### src/rtl/display_scanner.sv
// Time-multiplexes three active-low 7-segment patterns onto one shared bus with
// per-slot dead time, per-frame input snapshot and optional leading-zero blanking.
module display_scanner #(
  parameter int unsigned SCAN_DIV       = 1000,
  parameter int unsigned BLANK_CYCLES   = 16,
  parameter bit          SEL_ACTIVE_LOW = 1'b0
) (
  input  logic       clk,
  input  logic       rst,
  input  logic       en,
  input  logic       lz_en,
  input  logic [6:0] seg1,
  input  logic [6:0] seg2,
  input  logic [6:0] seg3,
  output logic [2:0] transistor,
  output logic [6:0] d7sp,
  output logic       frame_tick
);

  localparam int unsigned CNT_W = (SCAN_DIV > 1) ? $clog2(SCAN_DIV) : 1;
  localparam logic [6:0]  ZERO  = 7'b0000001;
  localparam logic [6:0]  OFF   = 7'h7F;

  logic [CNT_W-1:0] slot_cnt;
  logic [1:0]       digit;
  logic [6:0]       f1, f2, f3;
  logic [2:0]       sel;
  logic [6:0]       seg_q;
  logic             tick_q;

  logic       hide3, hide2, slot_end, frame_end, frame_start;
  logic [2:0] sel_c;
  logic [6:0] seg_c;

  // Next output value, decoded from the current counter state and frame registers.
  always_comb begin
    hide3       = lz_en && (f3 == ZERO);
    hide2       = hide3 && (f2 == ZERO);
    slot_end    = (slot_cnt == CNT_W'(SCAN_DIV - 1));
    frame_end   = slot_end && (digit == 2'd2);
    frame_start = (slot_cnt == '0) && (digit == 2'd0);
    sel_c       = 3'b000;
    seg_c       = OFF;
    if (slot_cnt >= CNT_W'(BLANK_CYCLES)) begin
      case (digit)
        2'd0: begin
          sel_c = 3'b001;
          seg_c = f1;
        end
        2'd1: begin
          if (!hide2) begin
            sel_c = 3'b010;
            seg_c = f2;
          end
        end
        2'd2: begin
          if (!hide3) begin
            sel_c = 3'b100;
            seg_c = f3;
          end
        end
        default: begin
          sel_c = 3'b000;
          seg_c = OFF;
        end
      endcase
    end
  end

  // Slot/digit counters, frame snapshot and registered outputs.
  always_ff @(posedge clk or posedge rst) begin
    if (rst) begin
      slot_cnt <= '0;
      digit    <= 2'd0;
      f1       <= OFF;
      f2       <= OFF;
      f3       <= OFF;
      sel      <= 3'b000;
      seg_q    <= OFF;
      tick_q   <= 1'b0;
    end else if (!en) begin
      slot_cnt <= '0;
      digit    <= 2'd0;
      sel      <= 3'b000;
      seg_q    <= OFF;
      tick_q   <= 1'b0;
    end else begin
      if (slot_end) begin
        slot_cnt <= '0;
        digit    <= (digit == 2'd2) ? 2'd0 : digit + 2'd1;
      end else begin
        slot_cnt <= slot_cnt + CNT_W'(1);
      end
      if (frame_start) begin
        f1 <= seg1;
        f2 <= seg2;
        f3 <= seg3;
      end
      sel    <= sel_c;
      seg_q  <= seg_c;
      tick_q <= frame_end;
    end
  end

  assign transistor = SEL_ACTIVE_LOW ? ~sel : sel;
  assign d7sp       = seg_q;
  assign frame_tick = tick_q;

endmodule

### config.mk
export PLATFORM = sky130hd
export DESIGN_NAME = display_scanner
export DESIGN_NICKNAME = d
export VERILOG_FILES = /design/src/rtl/display_scanner.sv
export SDC_FILE = /design/constraint.sdc
export NUM_CORES = 1
export LEC_CHECK = 0
export CORE_AREA = 2 2 88 90
export DETAILED_ROUTE_END_ITERATION = 16
export DIE_AREA = 0 0 90 92
export PLACE_DENSITY = 0.43
export REMOVE_ABC_BUFFERS = 1
export SYNTH_ARGS = -nofsm -noshare
export SYNTH_HDL_FRONTEND = slang
export SYNTH_SLANG_ARGS = --single-unit
### constraint.sdc
create_clock -name clk -period 2.2 [get_ports clk]
set_input_delay 0.44 -clock clk [delete_from_list [all_inputs] [get_ports clk]]
set_output_delay 0.44 -clock clk [all_outputs]
set_load 0.05 [all_outputs]
* After elaboration in Yosys (flattened, before gate mapping) *
Cells that the tools add are included.

storage, ports and cells
  output and inout port bits = 11
  bits in latches = 0
  memories kept = 0
  logic and storage cells = 40
  register bits after elaboration = 44
  memory bits (read-only) = 0
  RAM bits = 0
  input bits = 25

cells by class
  $lt $le $gt $ge = 1
  divide/modulo/power cells = 0
  muxes and demuxes = 16
  eq/ne operators = 6
  bitwise logic cells = 0
  shift operators = 0
  $mul = 0
  add/sub/neg operators = 2
  reduce and logical (&&, ||, !) cells = 7

operator list
  cell                                                                 count
  2-to-1 mux 7 bit                                                     4
  one-hot mux 7 bit (3 select lines)                                   1
  2-to-1 mux 10 bit                                                    2
  == test 7 x 1 -> 1 bit (second input constant)                       2
  adder 10 x 1 -> 10 bit (second input constant)                       1
  == test 10 bit (second input constant)                               1
  greater-or-equal comparator 10 x 5 -> 1 bit (second input constant)  1
  logical NOT 10 bit                                                   1
  2-to-1 mux 3 bit                                                     3
  one-hot mux 3 bit (3 select lines)                                   1
  2-to-1 mux 2 bit                                                     4
  logical AND 1 bit                                                    4
  adder 2 x 1 -> 2 bit (second input constant)                         1
  == test 2 x 1 -> 1 bit (second input constant)                       1
  == test 2 bit (second input constant)                                1
  logical NOT 2 bit                                                    1
  inequality test 2 x 1 -> 1 bit (second input constant)               1
  AND reduction 2 bit                                                  1
  2-to-1 mux 1 bit                                                     1

* Depth between registers and ports, before layout *
  depth after elaboration = 7
  depth in mapped cells = 7
  mapped depth without buffers = 6

* Worst setup path after synthesis *
Ideal clock, no wire load.

  path type = reg2reg
  start = reg slot_cnt[0]
  end = reg slot_cnt[3]
  path buffers = 1
  path slack = 0.647 ns
  stages on the path, launching flop included = 7
  library setup time = 0.124 ns
  arrival = 1.429 ns
  required time = 2.076 ns
  cells stage by stage = dfrtp_1 ha_1 nand2_1 or4_1 buf_2 nand2_1 nor2_1

between the ends
  cells in the longest elaborated chain, start to end = 3
  elaborated cells between the ends (all ways) = 4

RTL lines
  what                                                             line    RTL
  start: declaration                                               24      logic [CNT_W-1:0] slot_cnt;
  start signal: assignment                                         92      slot_cnt <= slot_cnt + CNT_W'(1);
  adder 10 x 1 -> 10 bit / == test 10 bit (equally long branches)  92, 39
  2-to-1 mux 10 bit *                                              88      if (slot_end) begin
  2-to-1 mux 10 bit *                                              81      end else if (!en) begin

Mark *: on every way between the ends. The rest lies on a longest branch, timed or not.
A chain may end at the register's enable or synchronous reset.

* Worst setup path after layout *
  start = reg seg_q[1] (netlist: d7sp[1])
  end = out d7sp[1]

RTL lines
  what                      line  RTL
  start: declaration        28    logic [6:0] seg_q;
  start signal: assignment  100   seg_q <= seg_c;
  end: declaration          16    output logic [6:0] d7sp,

No word-level cell between the ends.

==> flow_summary.toml <==
[global_routing]
gr-total-overflow = 0
grt_pass1_wl_mm = 7.36
largest_net_degree_at_the_start_of_global_routing = 45
antenna_violations_before_repair = 0
first_global_vias = 1501
grt_use_total_pct = 11.3

[timing]
finalMaxSlewViolations = 0
finalWorstPathRequiredPeriod_ns = 2.06
max_clock_freq_mhz = 485
final.setup_skew_ns = 0.00448
timing.slew.headroom_pct = 65.8
worst_hold_slack_ns = 0.505
finalHoldViolCount = 0
grt_setup_unrepaired = "no"
tightest_slew_ns = 0.512
layout_worst_path_cycle_share_pct = 93.8
finalSetupViolations = 0
fin_tns_setup_ns = 0

[route]
detail_routed_net_length_per_standard_cell_um = 14.2
finalWirelength_mm = 4.33
detailedRoute.firstPassIterationCount = 4
drt_iter0_markers = 52
num_vias = 1383
drt_drc_violations_left = 0
avgViaCountPerCell = 4.55
drt.antenna.violating_nets = 0

[synth]
syn-instance-count = 162
netlist.area_leader.share_pct = 37.0
post_synth_num_cell_types = 32
synth.yosys.seq_area_share_pct = 57.2
yosys-top-cells-area = "dfstp_2 37%, dfrtp_1 20%, mux2_2 12%, nor2_1 3.0%, nor3b_1 3.0%"
ys_seq_elements = 44
yosysWarnings = 0
post_synth_design_cell_area_um2 = 1990
postSynthAreaPerCell_um2 = 12.3
yosysTopAreaCell = "dfstp_2"

[power]
ir_drop_worst_case_vdd_v = 0.000294
fin_total_pwr_mw = 1.80
p_leak_nw = 0.988
power-per-cell-area_nw_per_um2 = 704

[floorplan]
core_area_um2 = 7450
ios = 36
die_height_um = 92
dieWidth_um = 90
initial_utilization_pct = 26.7
die-area_um2 = 8280
std_cell_rows = 32

[clock_network]
cts_repair_resize_count = 0
clk_transition_reported_paths_ns = 0.08
cts.repair_timing.setup_buffer_count = 0
hold_buffers = 0
cts_buffer_count = 5
cts.sinks = 44
tritoncts_clock_tree = "built"
cts.root.buffer_cell = "clkbuf_8"
htree_levels = 2
bufs_on_longest_clock_path = 2
clock_insertion_delay_worst_skew_ns = 0.29

[final_layout]
num_antenna_cells = 0
ff_latch_area_um2 = 1140
finalNetCount = 228
multi_input_comb_area_um2 = 792
layout-drive-gt1-share_pct = 30.7
layout.filler_cells = 778
layout-area-overhead-vs-synth_pct = 28.9

[critical_path]
timing_worst_setup_path_type = "register to output pin"
critical_path.max_fanout = 1
cp_cell_sequence = "clkdlybuf4s50_1"
setup.worst_path.end_class = "output pin"
critical_path_s_slowest_cell = "clkdlybuf4s50_1"
worst_path_largest_cell_delay_ns = 0.79
worst_ep_arrival_time_ns = 1.62
critical_path.top_delay_family = "buffers and inverters"
critPathBufInv = 1
crit_path_start_kind = "register"
critical_path_required_ns = 1.76

[run_status]
run_status = "completed"

[placed_design]
detailedPlacementHpwl_mm = 3.15
buffer_ports.inserted = 35
place.gp.congestion = 0.739

[hold_path]
worst_hold_path_type = "input port to asynchronous set/reset pin"

[job]
drv.max_cap_violation_count = 0
-- logic make-up after synthesis --
kind of cell | count (synthesis) | share of synthesized area, %
buffers and inverters | 11 | 2.96
and+or+nand+nor | 58 | 16.3
DFF | 44 | 57.2
muxes | 24 | 13.4
adders and majority gates | 2 | 1.26
AOI/OAI and AO/OA | 15 | 5.35
xor gates and xnor gates | 8 | 3.53
-- per-stage QoR --
stage               setup slack, ns  instances  utilization (%)  instance area [µm²]
floorplan                     0.186        154                -                 1940
global placement              0.201        296             33.1                 2470
detailed placement           0.0922        296             33.1                 2470
CTS                           0.111        304             34.4                 2560
global route                 0.0853        304             34.4                 2560
finish                        0.137        304             34.4                 2560
-- worst paths after layout --
check                            startpoint          end  slack (ns)  cells past startpoint
worst max-delay path                d7sp[1]      d7sp[1]        0.14                      1
worst min-delay path                    rst   frame_tick        0.51                      3
worst max register to register  slot_cnt[0]  slot_cnt[0]        0.39                      5
worst min register to register  slot_cnt[0]  slot_cnt[0]        0.52                      1
max in group asynchronous               rst        f1[0]        1.42                      3
min in group clk                slot_cnt[0]  slot_cnt[0]        0.52                      1
-- cell usage after synthesis (all sizes together) --
master	number
dfstp	28
mux2	21
dfrtp	16
nor2	16
nor3b	8
nand2	7
o21ai	6
o311ai	6
nor3	5
xnor2	5
and2	4
buf	4
clkbuf	4
inv	3
mux2i	3
nand4	3
nor2b	3
nor4b	3
xor2	3
ha	2
nand3	2
nor4	2
a21bo	1
a21oi	1
and3	1
and4	1
and4bb	1
nand2b	1
o221ai	1
or4	1
-- cell type report --
type                    instances  share of cell area, %
flip-flops and latches         44                   44.4
multi-input cells             107                   30.9
repair buffers                 40                   15.6
well taps                     102                   4.98
clock buffers                   7                   3.37
inverters                       3                  0.440
clock inverters                 1                  0.293
-- power breakdown --
group | leakage [nW] | internal (mW) | switching (mW)
clock network | 0.0445 | 0.255 | 0.261
logic | 0.428 | 0.143 | 0.0857
registers | 0.515 | 0.978 | 0.0793
total | 0.988 | 1.38 | 0.426
-- layout by cell type (no fill, tap or decap), drive strengths merged, types with 2 or more instances in the layout --
master         count
nand4              3
inv                3
dfrtp             16
nor3b              8
nor2              16
clkbuf             7
nor3               5
clkdlybuf4s50     35
and2               4
o21ai              6
o311ai             6
buf                5
nor4b              3
xnor2              5
nor4               2
xor2               3
mux2              21
ha                 2
mux2i              3
nor2b              3
dfstp             28
nand3              2
nand2              7
-- metal layers --
layer	vias up	share of wire, %	track usage [%]
li1	648	-	-
met1	694	44	14.0
met2	33	52	19.0
met3	8	2.9	3.37
met4	0	1.7	3.72
met5	-	0	0
-- registers in the layout, summed over array words and instances (netlist names) --
register	cells
slot_cnt	10
transistor	3
digit	2
f1	7
f3	7
d7sp	7
f2	7
frame_tick	1
No activity file was read; power rests on OpenSTA's default activity.
